## src/rtl/rnd_sched_pkg.sv

```systemverilog
// Shared types and width helpers for the random-word scheduler.
package rnd_sched_pkg;

   // Scheduler FSM: discard warmup samples, then serve requesters.
   typedef enum logic {
      WARM = 1'b0,
      RUN  = 1'b1
   } state_t;

   // Default generator and delivered-word widths.
   localparam int DEF_SRC_W  = 63;
   localparam int DEF_WORD_W = 32;

   // Lowest sample bit that reaches a consumer; bits below it are dropped.
   function automatic int slice_lo(input int src_w, input int word_w);
      return src_w - word_w;
   endfunction

   // Round-robin pointer width for n requesters.
   function automatic int ptr_w(input int n);
      return (n < 2) ? 1 : $clog2(n);
   endfunction

   // Occupancy counter width: must hold 0..depth inclusive.
   function automatic int lvl_w(input int depth);
      return $clog2(depth + 1);
   endfunction

endpackage

```

## src/rtl/rnd_sched_rr_arbiter.sv

```systemverilog
// Combinational round-robin picker: first set request at or after ptr,
// wrapping modulo N_REQ. Produces nothing when en is low.
module rr_arbiter
   import rnd_sched_pkg::*;
#(
   parameter  int N_REQ = 4,
   localparam int PW    = ptr_w(N_REQ)
) (
   input  logic [N_REQ-1:0] req,
   input  logic [PW-1:0]    ptr,
   input  logic             en,
   output logic [N_REQ-1:0] win,
   output logic [PW-1:0]    win_idx
);

   logic found;
   int   cand;

   // Scan requesters starting at the pointer; the first hit wins.
   always_comb begin
      win     = '0;
      win_idx = '0;
      found   = 1'b0;
      cand    = 0;
      if (en) begin
         for (int k = 0; k < N_REQ; k++) begin
            cand = (int'(ptr) + k) % N_REQ;
            if (!found && req[cand]) begin
               found   = 1'b1;
               win_idx = PW'(cand);
               win     = N_REQ'(1) << cand;
            end
         end
      end
   end

endmodule

```

## src/rtl/rnd_sched.sv

```systemverilog
// Shares one xoroshiro128+ generator among N_REQ consumers. The generator
// is stepped only when a sample is actually consumed, WARMUP samples are
// dropped after reset, and words are prefetched into a small ring buffer
// that is drained one word per grant in round-robin order.
//
// Handshake: rnd_step is a combinational request to advance the generator
// at the coming edge; the value on rnd_in in that cycle is the consumed
// sample. gnt is a registered one-hot pulse and rnd_out is meaningful only
// in the cycle gnt is nonzero. req is a level; there is no per-requester
// memory, so dropping req before a grant simply withdraws the request.
module rnd_sched
   import rnd_sched_pkg::*;
#(
   parameter  int N_REQ  = 4,
   parameter  int WORD_W = DEF_WORD_W,
   parameter  int SRC_W  = DEF_SRC_W,
   parameter  int DEPTH  = 2,
   parameter  int WARMUP = 4,
   localparam int LW     = lvl_w(DEPTH)
) (
   input  logic              clk,
   input  logic              reset,
   input  logic [SRC_W-1:0]  rnd_in,
   output logic              rnd_step,
   input  logic [N_REQ-1:0]  req,
   output logic [N_REQ-1:0]  gnt,
   output logic [WORD_W-1:0] rnd_out,
   output logic [LW-1:0]     level,
   output logic              ready
);

   localparam int PW       = ptr_w(N_REQ);
   localparam int AW       = $clog2(DEPTH);
   localparam int WW       = $clog2(WARMUP + 1);
   localparam int SLICE_LO = slice_lo(SRC_W, WORD_W);

   state_t            state_q, state_d;
   logic [WW-1:0]     warm_q;
   logic [WORD_W-1:0] fifo_q [DEPTH];
   logic [AW-1:0]     rd_q, wr_q;
   logic [LW-1:0]     level_q;
   logic [PW-1:0]     ptr_q;
   logic [N_REQ-1:0]  gnt_q;
   logic [WORD_W-1:0] rnd_out_q;

   logic              arb_en;
   logic [N_REQ-1:0]  win;
   logic [PW-1:0]     win_idx;
   logic              pop;
   logic              push;
   logic              unused_low_bits;

   // Only the top WORD_W bits of a sample are ever delivered.
   assign unused_low_bits = ^rnd_in[SLICE_LO-1:0];

   // Arbitrate only when serving and there is a word to hand out.
   assign arb_en = (state_q == RUN) && (level_q != '0);

   rr_arbiter #(.N_REQ(N_REQ)) u_arb (
      .req     (req),
      .ptr     (ptr_q),
      .en      (arb_en),
      .win     (win),
      .win_idx (win_idx)
   );

   assign pop  = |win;
   assign push = (state_q == RUN) && rnd_step;

   // Next state and generator step: always step while warming; in RUN step
   // to refill a non-full buffer or to replace the word being popped.
   always_comb begin
      state_d  = state_q;
      rnd_step = 1'b0;
      if (!reset) begin
         case (state_q)
            WARM: begin
               rnd_step = 1'b1;
               if (warm_q == WW'(WARMUP - 1)) state_d = RUN;
            end
            RUN: rnd_step = (level_q < LW'(DEPTH)) || pop;
            default: state_d = WARM;
         endcase
      end
   end

   // Control state, buffer pointers, RR pointer and registered grant.
   always_ff @(posedge clk) begin
      if (reset) begin
         state_q   <= WARM;
         warm_q    <= '0;
         rd_q      <= '0;
         wr_q      <= '0;
         level_q   <= '0;
         ptr_q     <= '0;
         gnt_q     <= '0;
         rnd_out_q <= '0;
      end else begin
         state_q <= state_d;
         if (state_q == WARM) warm_q <= warm_q + WW'(1);
         if (push) wr_q <= wr_q + AW'(1);
         if (pop) begin
            rd_q      <= rd_q + AW'(1);
            gnt_q     <= win;
            rnd_out_q <= fifo_q[rd_q];
            ptr_q     <= (win_idx == PW'(N_REQ - 1)) ? '0 : win_idx + PW'(1);
         end else begin
            gnt_q     <= '0;
            rnd_out_q <= '0;
         end
         case ({push, pop})
            2'b10:   level_q <= level_q + LW'(1);
            2'b01:   level_q <= level_q - LW'(1);
            default: level_q <= level_q;
         endcase
      end
   end

   // Buffer storage; a stepped sample lands at the tail on the same edge.
   always_ff @(posedge clk) begin
      if (push) fifo_q[wr_q] <= rnd_in[SRC_W-1 -: WORD_W];
   end

   assign gnt     = gnt_q;
   assign rnd_out = rnd_out_q;
   assign level   = level_q;
   assign ready   = (state_q == RUN);

endmodule

```

## config.mk

```make
export PLATFORM = sky130hd
export DESIGN_NAME = rnd_sched
export DESIGN_NICKNAME = d
export VERILOG_FILES = /design/src/rtl/rnd_sched_pkg.sv /design/src/rtl/rnd_sched_rr_arbiter.sv /design/src/rtl/rnd_sched.sv
export SDC_FILE = /design/constraint.sdc
export NUM_CORES = 1
export LEC_CHECK = 0
export BUFFER_PORTS_ARGS = -buffer_cell sky130_fd_sc_hd__buf_4
export CAP_MARGIN = 10
export CORE_ASPECT_RATIO = 0.8
export CORE_MARGIN = 5
export CORE_UTILIZATION = 30
export CTS_CLUSTER_SIZE = 8
export DETAILED_ROUTE_END_ITERATION = 8
export GPL_TIMING_DRIVEN = 0
export HOLD_SLACK_MARGIN = 0.1
export PLACE_DENSITY_LB_ADDON = 0.15
export SYNTH_ARGS = -nofsm -noshare
export SYNTH_HDL_FRONTEND = slang
export SYNTH_SLANG_ARGS = --single-unit
export TNS_END_PERCENT = 1
```

## constraint.sdc

```tcl
create_clock -name clk -period 6.9 [get_ports clk]
set_clock_uncertainty 0.2 [all_clocks]
set_input_delay 1.035 -clock clk [delete_from_list [all_inputs] [get_ports clk]]
set_output_delay 1.035 -clock clk [all_outputs]
set_load 0.01 [all_outputs]
```

# Yosys cells after proc, flatten, opt, wreduce, memory -nomap -nowiden
# Memory sizes are Yosys's and may differ from the RTL's. A register that Yosys moved wholly into a read port is not among the register bits.
# Cells that the tools add are included.
# totals
output_inout_bits,40
ram_bits,64
ff_bits,14
elab_cells,86
in_bits,69
memories,1
# mem_list
memory,words,width,rd,rd_clocked_by_memory_dff,wr,line,source
fifo_q,2,32,1,1,1,rnd_sched.sv:39,logic [WORD_W-1:0] fifo_q [DEPTH];
# classes
bitwise,5
n_lt_le_gt_ge,5
reduce_logical,16
n_eq_ne,4
n_addsub,9
n_mux,35
n_shift,4
# ops
cell,count
$shl 1x32->4 const A,3
$mux 4,5
$mux 1,18
$lt 3x4->1 const B,3
$mux 2,6
$bmux 1 s2,4
$reduce_or 2->1,4
$add 2x1->2 const B,3
$logic_and 1x1->1,5
$add 2x2->2 const B,2
$eq 2x2->1 const B,2
$pmux 2 s2,1
$reduce_bool 2->1,2
$reduce_or 4->1,1
$shl 1x2->4 const A,1
$add 3x1->3 const B,1
$and 1x1->1 const A,3
$eq 3x2->1 const B,1
$logic_not 1->1,3
$lt 2x3->1 const B,1
$add 1x1->1 const B,2
$eq 2x1->1 const B,1
$lt 2x2->1 const B,1
$not 1->1,2
3 further kinds,3

# Longest topological paths before layout
# depth
ltp_word,24
depth_mapped,13
ltp_nobuf,12

# Cells and area by module
# Synthesis repeated with hierarchy kept, for this count alone.
# unflattened
cells_unflattened,282
area_unflattened_um2,4160.2
# by_module_without_submodules
module,instances,cells_per_inst,seq_area_each_um2,area_each_um2
rnd_sched,1,231,2842.7,3706.1
rr_arbiter,1,51,0.0,454.2

# Least setup slack after synthesis
# No wires, ideal clock.
# synth_timing
path_type,reg2reg
start,register ptr_q[1]
end,"memory fifo_q[0][0] (netlist name), enable pin"
t_arrival_ns,4.920
path_buffers,1
path_slack_ns,1.310
path_stages_with_launch,10
required_ns,6.230
setup_time_ns,0.470
synth_period_minus_slack_ns,5.590
cell_sequence,dfxtp_1 > clkbuf_1 > inv_1 > ha_1 > mux4_2 > nor2_1 > a222oi_1 > o22ai_1 > nor2_1 > a211oi_1
# synth_via
elab_chain_cells,23
elab_cells_between_ends,48
cone_classes,add/sub: 3; shift: 4; mux: 26; bitwise: 3; reduce/logical: 12
# synth_rtl
item,line,source
"start, declared",rnd_sched.sv:42,logic [PW-1:0] ptr_q;
"start signal, assigned",rnd_sched.sv:106,ptr_q <= (win_idx == PW'(N_REQ - 1)) ? '0 : win_idx + PW'(1);
branches (longest 14 deep; another with $add 2x1->2),-,
$mux 4 (*),rnd_sched_rr_arbiter.sv:28,if (!found && req[cand]) begin
$mux 4 (*),rnd_sched_rr_arbiter.sv:25,if (en) begin
$reduce_or 4->1 (*),rnd_sched.sv:67,assign pop = |win;
$logic_or 1x1->1 (*),rnd_sched.sv:81,RUN: rnd_step = (level_q < LW'(DEPTH)) || pop;
$pmux 1 s2 (*),rnd_sched.sv:76,case (state_q)
$mux 1 (*),rnd_sched.sv:75,if (!reset) begin
$logic_and 1x1->1 (*),rnd_sched.sv:68,assign push = (state_q == RUN) && rnd_step;
$mux 1 (*),rnd_sched.sv:121,if (push) fifo_q[wr_q] <= rnd_in[SRC_W-1 -: WORD_W];
$mux 1 (not written as such) (*),rnd_sched.sv:121,
"end, declared",rnd_sched.sv:39,
# Mark *: on every way between the ends. The select of a mux whose other input is x is not followed.

# Worst setup path after layout
# layout_timing
start,register ptr_q[1]
end,output port rnd_step
# layout_via
elab_chain_cells,20
elab_cells_between_ends,45
cone_classes,add/sub: 3; shift: 4; mux: 24; bitwise: 3; reduce/logical: 11
# layout_rtl
item,line,source
branches (longest 14 deep; another with $add 2x1->2),-,
$mux 4 (*),rnd_sched_rr_arbiter.sv:28,
$mux 4 (*),rnd_sched_rr_arbiter.sv:25,
$reduce_or 4->1 (*),rnd_sched.sv:67,
$logic_or 1x1->1 (*),rnd_sched.sv:81,
$pmux 1 s2 (*),rnd_sched.sv:76,
$mux 1 (*),rnd_sched.sv:75,
"end, declared",rnd_sched.sv:24,"output logic rnd_step,"
# Marks and branches as above.

==> impl_metrics.yaml <==
placement:
  dp_slack_ns: 1.82
  gp_routability_congestion: 0.720
  numPortBuffers: 76
  dp.cells: 544
  placed_area_um2: 5000
  dp_hpwl_um: 5630
clock_tree:
  numCtsBuffers: 9
  postCtsSetupRepairBufs: 0
  postCtsHoldBufs: 0
  cts_max_level: 3
  cts.sinks: 110
  insertion_delay_ns: 0.34
  clkTransAtPathRegs_ns: 0.07
  ctsResizeCount: 0
  root_buffer: "clkbuf_16"
  cts_buffer_depth: 2
  cts_tree: "yes"
setup_path:
  start_kind: "flip-flop"
  path_max_fanout: 8
  reg2reg_slack_ns: 2.15
  endpoint_kind: "output port"
  cp_data_required_time_ns: 5.66
  r2r_start: "ptr_q[1]"
  reg2reg_depth: 12
  rr_endpoint: "level[1]"
  arrival_ns: 4.21
  crit_type: "reg -> out"
synth:
  synth.distinct_cells: 40
  synth_seq_area_share_pct: 69.4
  syn-cell-area_um2: 4090
  synth_edf_count: 64
  ys_seq_elements: 110
  synth_nets: 363
  async_flop_share_pct: 0
  syn_inst: 284
  yosys_warnings: 0
  postSynthAreaPerCell_um2: 14.4
  ys.flop_type: "edfxtp_1"
die:
  start_util_pct: 30.4
  die_w_um: 141
  die_y_um: 114
  design.die.area_um2: 16100
  design.portCount: 109
  num_rows: 38
  coreArea_um2: 13500
power:
  intPower_mw: 1.04
  leakage_nw: 1.89
  swShare_pct: 20.8
  ir_drop_uv: 146
  power_density_nw_per_um2: 247
  p_clk_share_pct: 40.1
  pwr-share-comb_pct: 5.6
  total_power_mw: 1.31
  pwr-share-seq_pct: 54.4
  p_switching_mw: 0.274
final_layout:
  drive_above_1_share_pct: 28.4
  nNetsFinal: 454
  fin_area_um2: 5310
  postLayoutCoreUtil_pct: 39.5
  fillCellCount: 1283
  area_growth_pct: 29.7
  fin_cells: 560
  num_antenna_cells: 0
routing:
  avgViaCountPerCell: 4.53
  drt.antenna.violating_nets: 0
  drt-met1-wl_um: 3630
  wl_met3_um: 661
  vias: 2538
  drt_wl_total_um: 8180
  drc: 0
  dr_wl_met2_um: 3770
  top_layer: "met4"
  wl_per_cell_um: 14.6
  firstDrtPassIters: 5
  drtIter0Drc: 104
global_routing:
  grt_max_degree: 19
  grt-ovfl-total: 0
  antenna_found_initial: 0
  first_global_vias: 2633
  grt_pass1_wl_um: 13000
  grt_usage_pct: 10.5
timing:
  worst_slack_ns: 1.45
  timing.hold.ws_ns: 0.272
  min_period_ns: 5.45
  finalCritPeriodShare_pct: 78.9
  worst_pin_slew_ns: 0.784
  max_freq_mhz: 184
  setup-violations-final: 0
  slew_viol_final: 0
  slew_headroom_pct: 47.7
  finalHoldViolations: 0
  finalSetupTns_ns: 0
  rsz0062_at_grt: "false"
min_path:
  hold_end: "rnd_out[24]"
  whs_path_depth: 2
  hold_start: "fifo_q[0][24]"
  holdCritPathClass: "reg -> reg"
flow_run:
  max_cap_viol_count: 0
outcome:
  status: "completed"
cell usage after synthesis, types with 2 or more instances:
library cell / count / area (um2)
o22ai_1: 4 / 25.0
ha_1: 10 / 125
clkbuf_1: 8 / 30.0
a21oi_1: 4 / 20.0
a221oi_1: 2 / 17.5
edfxtp_1: 64 / 1920
nor2b_1: 3 / 18.8
a222oi_1: 4 / 40.0
nand2b_1: 3 / 18.8
buf_2: 3 / 15.0
o21ai_1: 4 / 20.0
inv_1: 5 / 18.8
mux4_2: 4 / 90.1
mux2i_1: 35 / 350
nor2_1: 43 / 161
xor2_1: 2 / 17.5
o22a_1: 2 / 17.5
dfxtp_1: 46 / 921
a211oi_1: 3 / 22.5
mux2_1: 2 / 22.5
a21o_1: 2 / 15.0
mux2_2: 2 / 22.5
nor3_1: 7 / 35.0
nand2_1: 3 / 11.3
o21ai_0: 4 / 20.0
power by group through the flow:
stage	clock network [mW]	registers, mW	logic (mW)
after CTS	0.545	0.714	0.0745
final	0.526	0.714	0.0733
after detailed placement	0	0.729	0.0743
after global placement	0	0.730	0.0670
after floorplan	0	0.729	0.0362
after global routing	0.573	0.715	0.0826
metal layers:
metal	vias up	global-route usage, %
li1	1231	-
met2	86	16.7
met4	0	3.55
met3	13	3.88
met5	-	0
met1	1208	13.2
cell usage in the layout (no fill, tap or decap), types with 4 or more instances in the layout:
| cell | count |
|---|---|
| a21oi_1 | 4 |
| a222oi_1 | 4 |
| buf_4 | 76 |
| clkbuf_1 | 9 |
| clkbuf_16 | 9 |
| dfxtp_1 | 46 |
| edfxtp_1 | 64 |
| ha_1 | 10 |
| inv_1 | 5 |
| mux2i_1 | 35 |
| mux4_2 | 4 |
| nor2_1 | 43 |
| nor3_1 | 7 |
| o21ai_0 | 4 |
| o21ai_1 | 4 |
| o22ai_1 | 4 |
cell type report:
cell class                 instances  area (um2)  area share (%)
buffer                            13        60.1            1.13
clock buffer                      11         243            4.57
clock inverter                     5        66.3            1.25
inverter                           5        18.8           0.354
multi-input combinational        156        1200            22.6
sequential                       110        2840            53.5
tap                              180         225            4.24
timing repair buffer              80         656            12.3
state kept, by name, summed over array words and instances (netlist names):
name and count:
fifo_q 64, rnd_out 32, gnt 4, warm_q 3, level 2, ptr_q 2
rd_q 1, ready 1, wr_q 1
worst max-delay path, cell delays in order, from the launching register on:
cell and delay [ns]:
dfxtp_1 0.40, clkbuf_1 0.31, inv_1 0.14, ha_1 0.43
mux4_2 0.59, or4b_4 0.59, o21ai_1 0.25, o22ai_1 0.21
nor2_1 0.59, a31oi_1 0.18, buf_4 0.18
how the worst max path moves through the flow:
| stage | start | end | slack [ns] | cells after the start |
|---|---|---|---|---|
| finish | ptr_q[1] | rnd_step | 1.45 | 10 |
| global route | ptr_q[1] | rnd_step | 1.11 | 10 |
| CTS | ptr_q[1] | rnd_step | 1.41 | 10 |
| floorplan | ptr_q[1] | fifo_q[0][0] | 1.31 | 9 |
| global placement | ptr_q[1] | fifo_q[1][25] | -1.01 | 9 |
| detailed placement | ptr_q[1] | rnd_step | 1.82 | 10 |
cells by family (layout without fill, tap and decap cells):
logic type      Yosys count  count (layout)  synth area share (%)
mux                      43              43                  11.9
simple gates             66              66                  7.27
flops                   110             110                  69.4
buf+inv                  18             114                  1.93
fa+ha+maj                10              10                  3.06
compound gates           34              34                  5.81
xor+xnor                  3               3                 0.642
Power figures use the tool's default switching activity.
